[config.mk]
export PLATFORM = sky130hd
export DESIGN_NAME = seq_det_ctrl
export DESIGN_NICKNAME = d
export VERILOG_FILES = /design/src/rtl/seq_det_ctrl.sv
export SDC_FILE = /design/constraint.sdc
export NUM_CORES = 1
export LEC_CHECK = 0
export BUFFER_PORTS_ARGS = -buffer_cell sky130_fd_sc_hd__clkbuf_2
export CELL_PAD_IN_SITES_DETAIL_PLACEMENT = 1
export CELL_PAD_IN_SITES_GLOBAL_PLACEMENT = 2
export CORE_MARGIN = 3
export CORE_UTILIZATION = 30
export DETAILED_ROUTE_END_ITERATION = 10
export PLACE_DENSITY_LB_ADDON = 0.1
export SLEW_MARGIN = 20
export SYNTH_ARGS = -nofsm -noshare
export SYNTH_HDL_FRONTEND = slang
export SYNTH_SLANG_ARGS = --single-unit
[constraint.sdc]
create_clock -name clk -period 2.8 [get_ports clk]
set_clock_uncertainty 0.2 [all_clocks]
set_input_delay 0.28 -clock clk [delete_from_list [all_inputs] [get_ports clk]]
set_output_delay 0.28 -clock clk [all_outputs]
set_load 0.02 [all_outputs]
[src/rtl/seq_det_ctrl.sv]
// Programmable serial pattern detector with valid/ready configuration, match pulse and auto-stop.
// Optional match counter / target / done logic is built when SEQCTL_MATCH_CNT_EN is defined.
module seq_det_ctrl #(
  parameter int unsigned MAXLEN = 8,
  parameter int unsigned CNT_W  = 8,
  parameter int unsigned LEN_W  = $clog2(MAXLEN + 1)
) (
  input  logic              clk,
  input  logic              rst,
  input  logic              cfg_valid,
  output logic              cfg_ready,
  input  logic [MAXLEN-1:0] cfg_pattern,
  input  logic [LEN_W-1:0]  cfg_len,
  input  logic              cfg_overlap,
  input  logic [CNT_W-1:0]  cfg_target,
  output logic              cfg_err,
  input  logic              start,
  input  logic              stop,
  input  logic              din,
  input  logic              din_valid,
  output logic              busy,
  output logic              match,
  output logic              done,
  output logic [CNT_W-1:0]  match_cnt
);

  typedef enum logic {
    IDLE  = 1'b0,
    ARMED = 1'b1
  } state_t;

  state_t            state;
  logic [MAXLEN-1:0] pat;
  logic [MAXLEN-1:0] hist;
  logic [MAXLEN-1:0] hist_nxt;
  logic [MAXLEN-1:0] mask;
  logic [LEN_W-1:0]  len;
  logic [LEN_W-1:0]  fill;
  logic [LEN_W-1:0]  fill_inc;
  logic              ovl;
  logic              loaded;
  logic              cfg_ok;
  logic              fill_ok;
  logic              hit;
  logic              match_q;
  logic              cfg_err_q;
  logic              unused_hist;

  assign cfg_ready = (state == IDLE);
  assign busy      = (state == ARMED);
  assign match     = match_q;
  assign cfg_err   = cfg_err_q;

  // Oldest history bit shifts out before it can take part in a compare
  assign unused_hist = hist[MAXLEN-1];

  assign cfg_ok   = (cfg_len != '0) && (cfg_len <= LEN_W'(MAXLEN));
  assign hist_nxt = {hist[MAXLEN-2:0], din};
  assign fill_inc = (fill == LEN_W'(MAXLEN)) ? fill : fill + LEN_W'(1);
  assign fill_ok  = ((LEN_W+1)'(fill) + (LEN_W+1)'(1)) >= (LEN_W+1)'(len);

  // Only the low len bits of the pattern participate in the compare
  always_comb begin
    mask = '0;
    for (int i = 0; i < int'(MAXLEN); i++) begin
      mask[i] = (i < int'(len));
    end
  end

  assign hit = fill_ok && (((hist_nxt ^ pat) & mask) == '0);

`ifdef SEQCTL_MATCH_CNT_EN
  logic [CNT_W-1:0] cnt;
  logic [CNT_W-1:0] cnt_inc;
  logic [CNT_W-1:0] tgt;
  logic             tgt_hit;
  logic             done_q;

  assign cnt_inc   = (&cnt) ? cnt : cnt + CNT_W'(1);
  assign tgt_hit   = (tgt != '0) && (cnt_inc == tgt);
  assign match_cnt = cnt;
  assign done      = done_q;
`else
  logic unused_cfg;

  assign unused_cfg = ^cfg_target;
  assign match_cnt  = '0;
  assign done       = 1'b0;
`endif

  always_ff @(posedge clk) begin
    if (rst) begin
      state     <= IDLE;
      pat       <= '0;
      len       <= '0;
      ovl       <= 1'b0;
      loaded    <= 1'b0;
      hist      <= '0;
      fill      <= '0;
      match_q   <= 1'b0;
      cfg_err_q <= 1'b0;
`ifdef SEQCTL_MATCH_CNT_EN
      tgt       <= '0;
      cnt       <= '0;
      done_q    <= 1'b0;
`endif
    end else begin
      match_q   <= 1'b0;
      cfg_err_q <= 1'b0;
`ifdef SEQCTL_MATCH_CNT_EN
      done_q    <= 1'b0;
`endif
      case (state)
        IDLE: begin
          if (cfg_valid) begin
            if (cfg_ok) begin
              pat    <= cfg_pattern;
              len    <= cfg_len;
              ovl    <= cfg_overlap;
              loaded <= 1'b1;
`ifdef SEQCTL_MATCH_CNT_EN
              tgt    <= cfg_target;
`endif
            end else begin
              cfg_err_q <= 1'b1;
            end
          end
          // start sees loaded as it was before any same-cycle handshake
          if (start && loaded) begin
            state <= ARMED;
            hist  <= '0;
            fill  <= '0;
`ifdef SEQCTL_MATCH_CNT_EN
            cnt   <= '0;
`endif
          end
        end
        ARMED: begin
          if (stop) begin
            state <= IDLE;
          end else if (din_valid) begin
            hist <= hist_nxt;
            fill <= fill_inc;
            if (hit) begin
              match_q <= 1'b1;
              if (!ovl) begin
                fill <= '0;
              end
`ifdef SEQCTL_MATCH_CNT_EN
              cnt <= cnt_inc;
              if (tgt_hit) begin
                done_q <= 1'b1;
                state  <= IDLE;
              end
`endif
            end
          end
        end
        default: state <= IDLE;
      endcase
    end
  end

endmodule
==> flow_results.org <==
** Synthesis
- Sequential-to-total area share from yosys stat :: 39.09%
- Of all flip-flops after synthesis, the portion carrying an async set or reset was 0%.
- Synthesis-stage register bit count :: 28
- The synthesized netlist occupies a cell area of 1434 sq um.
- The synthesized design devotes to its leading area cell type 39.09% of total area.
- Cell type with the largest total area after synthesis :: dfxtp_1
- Number of synthesized flops with an enable pin :: 0
- Top cells by area, synth :: dfxtp_1 (39%), mux2i_1 (9.1%), ha_1 (5.2%), a22o_1 (4.9%), buf_4 (4.7%)
- The cell count after synthesis came out at between 100 and 150.
- Yosys printed 0 warnings.
- Leading register cell type out of synthesis :: dfxtp_1
- By count the netlist is led by dfxtp_1 (28), nor2_1 (18), mux2i_1 (13).
- The number of different library cells used by synthesis comes to 37.
- Averaged over all synthesized cells, the footprint is just under 10 sq um.
- Among all cell types in the netlist, the one instantiated most often is dfxtp_1.

** Route
- 1st-pass router iterations :: 4
- Wirelength per Cell :: 14.38 um
- The count of nets left with antenna violations once routing finished came out at 0.
- For this run, design rule violations remaining after detail routing come to 0.
- DRC violation total after the first TritonRoute iteration :: 44
- Total number of vias :: 1,107
- Detail-routed via count per cell :: 4.942
- After detailed routing, the total wire length is 3220 um.

** Timing
- Setup tns final :: 0 ps
- Setup repair after global routing left no endpoint under its margin.
- Headroom to the max-slew limit came out at ~54%.
- For the pin with the worst max-slew slack, the measured transition is 689.1 ps.
- Slew Limit Fails :: 0
- Total of endpoints with negative setup slack in the final report :: 0
- Minimum clock period :: between 2000 and 3000 ps
- Based on the critical path, the design can be clocked at up to 388.4 MHz.
- Period utilisation layout :: 91.96%
- WHS :: 28.49 ps
- The count of endpoints failing hold in the final timing report is 0.

** Global route
- The first global-routing pass estimated approximately 5300 um of wire.
- Number of global-route vias before repair :: 1,085
- Number of antenna violations at the first check in global routing :: 0
- Entering global routing, the biggest net connects 21 pins.
- For this run the aggregate overflow at the end of global routing stands at 0.
- For this run, the total global-route usage over all layers was measured as 12.54%.

** Place
- Number of port buffers :: 23
- Detail Placement HPWL :: 2518 um
- Placement-stage cell area :: 1560 sq um
- Routability-driven placement finished with a final weighted congestion of 0.6978.
- Cells after DPL :: between 200 and 250

** CTS
- Once the clock tree was built, the resizer swapped 0 gates to a different size.
- Num Clock Sinks :: 28
- Cts-stage hold buffer count :: 0
- Clock latency at the later pin of the worst-skew pair :: 280 ps
- Clock slew at the register clock pins of the worst setup and hold paths :: 100 ps
- The cell sitting at the root of the clock tree is a clkbuf_8.
- TritonCTS built the clock tree.
- Counting the buffers created by CTS gives 3.
- Buffers inserted during post-CTS setup optimization :: 0
- In this run the number of H-tree levels came out at 1.
- Buffer depth of the longest clock path :: 2

** Power and ir drop
- Part of the power in registers :: 49.2%
- The analysis attributes to net switching a power of 0.2106 mW.
- In this run the static leakage power is 0.7214 nW.
- Across the VDD grid, the largest voltage drop is 0.0002134 V.
- Power per cell area :: 529.9 nW/um^2
- In this run, the combinational gates consume 13.5% of the power.
- Internal power contribution :: 0.6539 mW
- In this run switching power makes up between 20% and 30% of total power.
- Clock power frac :: 37.3%

** Finish
- Number of cells in the finished layout apart from fillers :: approximately 220
- After routing the design area is 1632 sq um.
- Area growth from synthesis to final layout :: 13.79%
- # nets final :: 207
- The repair_antennas step left the layout with diodes totalling 0.
- In the final layout, the share of cells above drive strength 1 is 19.77%.

** Setup path
- Maximum single-stage delay on the critical path :: 450 ps
- Crit path capture :: fill[0]$_SDFFE_PP0P_
- STA classifies the critical path startpoint as a register.
- Worst-case register-to-register setup slack :: ~230 ps
- Capturing point of the worst reg2reg path :: fill[0]$_SDFFE_PP0P_
- Family with the most delay on the worst path :: simple AND/OR/NAND/NOR gates
- Worst-path maximum fanout :: 5
- Measured in cells, the most critical reg-to-reg path has a length of 9.
- The worst setup path is of the reg2reg kind.
- The worst setup path is captured at a register.
- Arrival time of data at the critical path endpoint :: approximately 2600 ps
- The largest individual stage delay along the critical path comes from the cell dfxtp_1.
- STA puts the critical path data required time at ~2800 ps.
- Crit-path cells :: ha_1 > nand2b_1 > nand2_1 > ha_1 > o21ai_0 > o21a_1 > nor4b_4 > a211oi_1 > mux2_4
- Setup crit start :: fill[0]$_SDFFE_PP0P_
- Crit. path cell count :: 9
- Reg-to-reg startpoint :: fill[0]$_SDFFE_PP0P_
- Cell type with the highest occurrence count on the critical path :: ha_1
- The critical path contains buffers and inverters numbering 0 combined.

** Hold path
- Path type of the worst min-delay path :: in2reg

** Die
- Measured along the y axis, the die boundary spans 75.14 um.
- Initial cell density of the core :: 32.05%
- The die is 75.14 um wide.
- Number of standard-cell rows in the floorplan :: 24
- Floorplan core area :: 4474 sq um
- 41 I/O pins were placed.
- Die area :: 5645 sq um

** Run status
- The flow ran to the end, and the final reports show no timing, DRC or antenna violations.

** Run
- Max-cap violations in this run came to 0.
==> cell families (layout without fill, tap and decap cells) <==
group	after synthesis	after routing	synth area share, %
other cells	1	9	0.2615
fa+ha+maj	6	6	5.235
mux	14	14	10.12
buf+inv	20	35	8.202
xor+xnor	10	10	6.108
simple gates	41	41	16.58
compound gates	29	29	14.40
flops	28	28	39.09
==> how the worst min path moves through the flow <==
stage / from / end / depth (start not counted)
2_1_floorplan: din / hist[0]$_SDFFE_PP0P_ / 1
3_3_place_gp: loaded$_SDFFE_PP0P_ / loaded$_SDFFE_PP0P_ / 2
3_5_place_dp: loaded$_SDFFE_PP0P_ / loaded$_SDFFE_PP0P_ / 2
4_1_cts: cfg_pattern[2] / pat[2]$_SDFFE_PP0P_ / 3
5_1_grt: cfg_pattern[4] / pat[4]$_SDFFE_PP0P_ / 3
6_report: cfg_pattern[2] / pat[2]$_SDFFE_PP0P_ / 3
==> worst min-delay path, cell delays in order <==
cell,delay (ps)
clkbuf_2,70
mux2i_1,50
nor2_1,70
==> per-stage QoR <==
stage	worst slack (ps)	power [mW]	util (%)
after CTS	201.1	0.8778	36.47
after floorplan	531.7	0.5254	-
after detailed placement	235.5	0.5529	34.87
final	225.2	0.8645	36.47
after global placement	306.7	0.5488	34.87
after global routing	48.96	0.9107	36.47
==> metal layers <==
metal | track usage (%) | vias to the layer above | share of wire, %
met4 | 4.660 | 0 | 1.4
met3 | 2.136 | 5 | 3.5
li1 | - | 550 | -
met1 | 17.70 | 528 | 50
met5 | 0 | - | 0
met2 | 19.15 | 24 | 45
==> cells in the final DEF (no fill, tap or decap), types with 6 or more instances in the layout <==
cell	instances
inv_1	7
mux2i_1	13
dfxtp_1	28
clkbuf_2	23
conb_1	9
a22o_1	8
nor2_1	18
ha_1	6
==> cell type report <==
cell class | count | area, sq um
multi-input combinational | 109 | 785.8
inverter | 7 | 26.28
clock buffer | 3 | 41.29
tap | 52 | 65.06
sequential | 28 | 560.5
fill | 523 | 2843
clock inverter | 1 | 30.03
timing repair buffer | 24 | 122.6
==> registers in the layout, indices dropped and copies added (netlist names), 4 cells and up <==
signal,cells
len,4
pat,8
hist,7
fill,4
==> power groups by stage <==
stage          clock network (mW)  registers [mW]  logic (mW)
2_1_floorplan                   0           0.432      0.0935
3_3_place_gp                    0           0.434       0.115
3_5_place_dp                    0           0.435       0.118
4_1_cts                     0.333           0.426       0.119
5_1_grt                     0.353           0.428       0.130
6_report                    0.322           0.425       0.117
No activity file was read; power rests on OpenSTA's default activity.
